**src/rtl/data_mem_responder.sv**
```systemverilog
// Data-memory target for the control unit's MEM-state strobes: accepts one request,
// waits LATENCY cycles, then commits the write or returns the read word.
module data_mem_responder #(
    parameter int ADDR_W  = 8,
    parameter int DATA_W  = 8,
    parameter int DEPTH   = 256,
    parameter int LATENCY = 2
) (
    input  logic              clk,
    input  logic              reset_n,
    input  logic              mem_read,
    input  logic              mem_write,
    input  logic [ADDR_W-1:0] addr,
    input  logic [DATA_W-1:0] wdata,
    output logic [DATA_W-1:0] rdata,
    output logic              rdata_valid,
    output logic              write_ack,
    output logic              busy,
    output logic              err
);

    generate
        if (LATENCY < 0 || LATENCY > 15) begin : g_bad_latency
            $error("data_mem_responder: LATENCY must be within 0..15");
        end
    endgenerate

    localparam logic [3:0]      LAT     = 4'(LATENCY);
    localparam logic [ADDR_W:0] DEPTH_L = (ADDR_W+1)'(DEPTH);

    typedef enum logic [1:0] {S_IDLE, S_WAIT, S_RESP} state_t;

    state_t              r_state, w_state_nxt;
    logic [3:0]          r_cnt, w_cnt_nxt;
    logic                r_op_wr;
    logic [ADDR_W-1:0]   r_addr;
    logic [DATA_W-1:0]   r_wdata;
    logic [DATA_W-1:0]   r_mem [DEPTH];

    logic                w_strobe, w_in_range, w_accept, w_enter_resp, w_op_wr;
    logic [ADDR_W-1:0]   w_addr;
    logic [DATA_W-1:0]   w_wdata;
    logic                w_busy_nxt, w_ack_nxt, w_valid_nxt, w_err_nxt;

    assign w_strobe   = mem_read | mem_write;
    assign w_in_range = ({1'b0, addr} < DEPTH_L);
    assign w_accept   = (r_state == S_IDLE) && (mem_read ^ mem_write) && w_in_range;

    // With LATENCY=0 the commit happens on the accepting edge, so use the live inputs.
    assign w_op_wr = (r_state == S_IDLE) ? mem_write : r_op_wr;
    assign w_addr  = (r_state == S_IDLE) ? addr      : r_addr;
    assign w_wdata = (r_state == S_IDLE) ? wdata     : r_wdata;

    always_ff @(posedge clk or negedge reset_n) begin
        if (!reset_n) begin
            r_state     <= S_IDLE;
            r_cnt       <= 4'd0;
            r_op_wr     <= 1'b0;
            r_addr      <= '0;
            r_wdata     <= '0;
            rdata       <= '0;
            rdata_valid <= 1'b0;
            write_ack   <= 1'b0;
            busy        <= 1'b0;
            err         <= 1'b0;
        end else begin
            r_state     <= w_state_nxt;
            r_cnt       <= w_cnt_nxt;
            rdata_valid <= w_valid_nxt;
            write_ack   <= w_ack_nxt;
            busy        <= w_busy_nxt;
            err         <= w_err_nxt;
            if (w_accept) begin
                r_op_wr <= mem_write;
                r_addr  <= addr;
                r_wdata <= wdata;
            end
            if (w_valid_nxt) begin
                rdata <= r_mem[w_addr];
            end
        end
    end

    always_comb begin
        w_state_nxt = r_state;
        w_cnt_nxt   = r_cnt;
        case (r_state)
            S_IDLE: begin
                if (w_accept) begin
                    w_cnt_nxt   = LAT;
                    w_state_nxt = (LAT == 4'd0) ? S_RESP : S_WAIT;
                end
            end
            S_WAIT: begin
                w_cnt_nxt = r_cnt - 4'd1;
                if (r_cnt == 4'd1) begin
                    w_state_nxt = S_RESP;
                end
            end
            S_RESP:  w_state_nxt = S_IDLE;
            default: w_state_nxt = S_IDLE;
        endcase
    end

    always_comb begin
        w_enter_resp = (w_state_nxt == S_RESP);
        w_busy_nxt   = (w_state_nxt != S_IDLE);
        w_ack_nxt    = w_enter_resp && w_op_wr;
        w_valid_nxt  = w_enter_resp && !w_op_wr;
        w_err_nxt    = w_strobe && ((r_state != S_IDLE) || (mem_read && mem_write) || !w_in_range);
    end

    // Array has no reset; an aborted request never reaches the enter-RESP edge.
    always_ff @(posedge clk) begin
        if (w_ack_nxt) begin
            r_mem[w_addr] <= w_wdata;
        end
    end

endmodule

```
**config.mk**
```make
export PLATFORM = sky130hd
export DESIGN_NAME = data_mem_responder
export DESIGN_NICKNAME = d
export VERILOG_FILES = /design/src/rtl/data_mem_responder.sv
export SDC_FILE = /design/constraint.sdc
export NUM_CORES = 2
export LEC_CHECK = 0
export CORE_ASPECT_RATIO = 0.75
export CORE_UTILIZATION = 50
export CTS_CLUSTER_SIZE = 24
export DETAILED_ROUTE_END_ITERATION = 16
export PLACE_DENSITY = 0.7
export SYNTH_ARGS = -nofsm -noshare
export SYNTH_HDL_FRONTEND = slang
export SYNTH_SLANG_ARGS = --single-unit
export TNS_END_PERCENT = 1
```
**constraint.sdc**
```tcl
create_clock -name clk -period 5.8 [get_ports clk]
set_input_delay 1.16 -clock clk [delete_from_list [all_inputs] [get_ports clk]]
set_output_delay 1.16 -clock clk [all_outputs]
set_load 0.05 [all_outputs]
```
==> impl_metrics.py <==
metrics = {
    "yosys": {
        "syn_inst": 4398,
        "synth_top_family_by_area": "compound AO/OA/AOI/OAI gates",
        "synthFlopType": "edfxtp_1",
        "syn_area_per_cell_um2": 17.8,
        "synth_xor_area_frac": 0,
        "synth_top_cell_by_area": "edfxtp_1",
        "synth-async-reset-ratio": 0.0168,
        "synth_edf_count": 2048,
        "yosysTopAreaCellShare": 0.787,
        "synth_fp_nets": 4422,
        "ys_top_cells_by_count": "edfxtp_1 (2,048), a22oi_1 (404), a221o_1 (311)",
        "synth-compound-area-share": 0.125,
        "syn_area_mm2": 0.0782,
        "synth-adder-area-share": 0.000640,
        "seq_area_frac_synth": 0.798,
        "yosys.area_share.simple": 0.0466,
        "synth.most_common_cell": "edfxtp_1",
        "ys_ff_latch": 2083,
        "synth.area.top_cells": "edfxtp_1 (79%), a221o_1 (4.0%), a22oi_1 (3.9%)",
        "synthMuxAreaShare": 0.00355,
        "yosysWarnings": 0,
        "synth_cell_types": 66,
    },
    "sta": {
        "worst_pin_slew_ns": 1.24,
        "clock_skew_ns": 0.0205,
        "setup-violations-final": 0,
        "worst_slack_ns": 0.779,
        "setup_tns_ns": 0,
        "rsz0062_at_grt": "false",
        "max_slew_margin": 0.162,
        "hold_viol": 0,
        "fmax_mhz": 199,
        "period_needed_ns": 5.02,
        "fin_crit_sh": 0.866,
        "slew_violations": 0,
    },
    "setup_path": {
        "cp_num_buf_inv": 2,
        "path_cells": "nor2_8 -> mux2i_4 -> nand2_4 -> buf_4 -> a221o_1 -> a221oi_1 -> nor4_1 -> o41ai_1 -> buf_4 -> nand2_1 -> o32a_1",
        "cpMostUsedCell": "buf_4",
        "crit_family": "compound AO/OA/AOI/OAI gates",
        "critPathLaunchType": "flop",
        "cp_data_arrival_time_ns": 5.70,
        "crit_type": "reg2reg",
        "cp_max_fo": 37,
        "cpPeakStageDelay_ns": 1.02,
        "worstPathRequired_ns": 6.48,
        "critical_path.slowest_cell": "o41ai_1",
        "end_kind": "flop",
        "r2r_slack_ns": 0.78,
    },
    "layout": {
        "drive_above_1_share": 0.122,
        "nets": 4552,
        "multi_input_area_mm2": 0.0140,
        "fillers": 11511,
        "synthToLayoutAreaGrowth_pct": 12.0,
        "regArea_mm2": 0.0624,
    },
    "routing": {
        "postRouteAntennaNets": 0,
        "via_per_inst": 6.81,
        "dr_total_vias": 46158,
        "route.detailed.wl_per_inst_um": 31.9,
        "drc_errors": 0,
        "drt_wl_total_um": 216000,
        "drtIter0Drc": 7910,
        "firstDrtPassIters": 7,
    },
    "global_routing": {
        "grt_usage": 0.270,
        "grt_pass1_wl_um": 309000,
        "antenna_found_initial": 4,
        "grt_max_degree": 143,
        "grt_pass1_vias": 43157,
        "grt_overflow": 0,
    },
    "cts": {
        "cts_buffers": 180,
        "cts-resized-gates": 0,
        "cts_root_buf": "clkbuf_16",
        "postCtsSetupBuffers": 0,
        "clk_path_buf_depth": 3,
        "cts_tree": "built",
        "cts.sink_count": 2083,
        "cts_hold_buf": 0,
        "clk_latency_ns": 0.81,
        "cts-htree-levels": 4,
        "clk_pin_slew_worst_paths_ns": 0.06,
    },
    "floorplanning": {
        "die_area_mm2": 0.158,
        "die_h_um": 344,
        "die_w_um": 459,
        "io_pins": 32,
        "initial_core_util": 0.504,
        "core_area_mm2": 0.155,
        "rows": 125,
    },
    "run": {
        "cap_viol_max_count": 0,
    },
    "power_and_ir_drop": {
        "p_leak_nw": 27.0,
        "power_density_mw_per_mm2": 566,
        "peakVddDrop_v": 0.000474,
        "finalPower_w": 0.0495,
    },
    "run_status": {
        "status": "completed",
    },
    "placement": {
        "post-place-ws_ns": 0.385,
        "place_hpwl_um": 132000,
        "port_buffers": 31,
        "gp_congestion": 0.910,
    },
    "worst_hold_path": {
        "hp-class": "in2async",
    },
}
## cell usage in the layout (no fill, tap or decap), types with 6 or more instances in the layout
master           instances
a221oi_1               308
or4_1                    9
buf_12                  41
buf_4                  221
nand2_4                 12
o41ai_1                 20
a311oi_1                18
nor4_1                  87
clkinv_2                28
nand2_1                141
clkbuf_1                49
o21ai_4                  6
inv_1                   10
nand4_1                  8
and3_1                  10
clkdlybuf4s50_1         30
nor2_1                 271
nand2b_1                 6
bufinv_16               14
nand3_1                216
clkinv_1                34
edfxtp_1              2048
o21a_1                   7
a21oi_1                 25
dfrtp_1                 35
a221o_1                311
mux2_2                  18
a22oi_1                404
clkbuf_16              186
## worst reg2reg max path, stage by stage (launching register included)
cell	delay (ns)
dfrtp_1	0.44
nor2_8	0.66
mux2i_4	0.67
nand2_4	0.28
buf_4	0.36
a221o_1	0.31
a221oi_1	0.41
nor4_1	0.14
o41ai_1	1.02
buf_4	0.25
nand2_1	0.07
o32a_1	0.29
## per-layer routing
| layer | global-route usage | wire (µm) | vias to the layer above |
|---|---|---|---|
| li1 | - | - | 18844 |
| met1 | 0.403 | 85800 | 23378 |
| met2 | 0.390 | 94300 | 3565 |
| met3 | 0.0723 | 29800 | 367 |
| met4 | 0.0799 | 5950 | 4 |
| met5 | 0 | 23 | - |
## area by class of cell
class	count	share of cell area
tap	2095	0.0299
clock buffer	240	0.0560
multi-input combinational	1959	0.160
clock inverter	89	0.00976
antenna	5	0.000143
sequential	2083	0.712
inverter	11	0.000472
timing repair buffer	293	0.0318
## stage by stage
stage	hold WS (ns)	instance area, µm²	utilization	cells
finish	0.494	87600	0.565	6775
global route	0.535	87600	0.565	6770
CTS	0.482	87600	0.565	6770
detailed placement	0.496	81800	0.528	6441
global placement	0.489	81800	0.528	6441
floorplan	0.481	78200	-	4398
## worst paths after layout
| path | depth (start not counted) | start | endpoint |
|---|---|---|---|
| min in group clk | 1 | r_wdata[4] | r_wdata[4] |
| setup / recovery | 11 | r_state[0] | rdata[5] |
| setup reg to reg | 11 | r_state[0] | rdata[5] |
| hold reg to reg | 1 | r_wdata[4] | r_wdata[4] |
| max in group asynchronous | 1 | reset_n | rdata[2] |
| hold / removal | 1 | reset_n | err |
## logic make-up after synthesis
family	Yosys count
AOI/OAI and AO/OA	1147
adders and majority gates	4
buffers and inverters	356
DFF	2083
muxes	22
and+or+nand+nor	786
## registers in the layout (all words and copies together) (netlist names)
| signal | flops |
|---|---|
| busy | 1 |
| err | 1 |
| r_addr | 8 |
| r_cnt | 4 |
| r_mem | 2048 |
| r_op_wr | 1 |
| r_state | 2 |
| r_wdata | 8 |
| rdata | 8 |
| rdata_valid | 1 |
| write_ack | 1 |
## power breakdown
part / leakage [nW] / switching [W] / internal, W / total [W]
Combinational: 5.30 / 0.0131 / 0.00484 / 0.0179
Clock: 2.81 / 0.00534 / 0.00658 / 0.0119
Sequential: 18.9 / 0.000143 / 0.0196 / 0.0197
No activity file was read; power rests on OpenSTA's default activity.
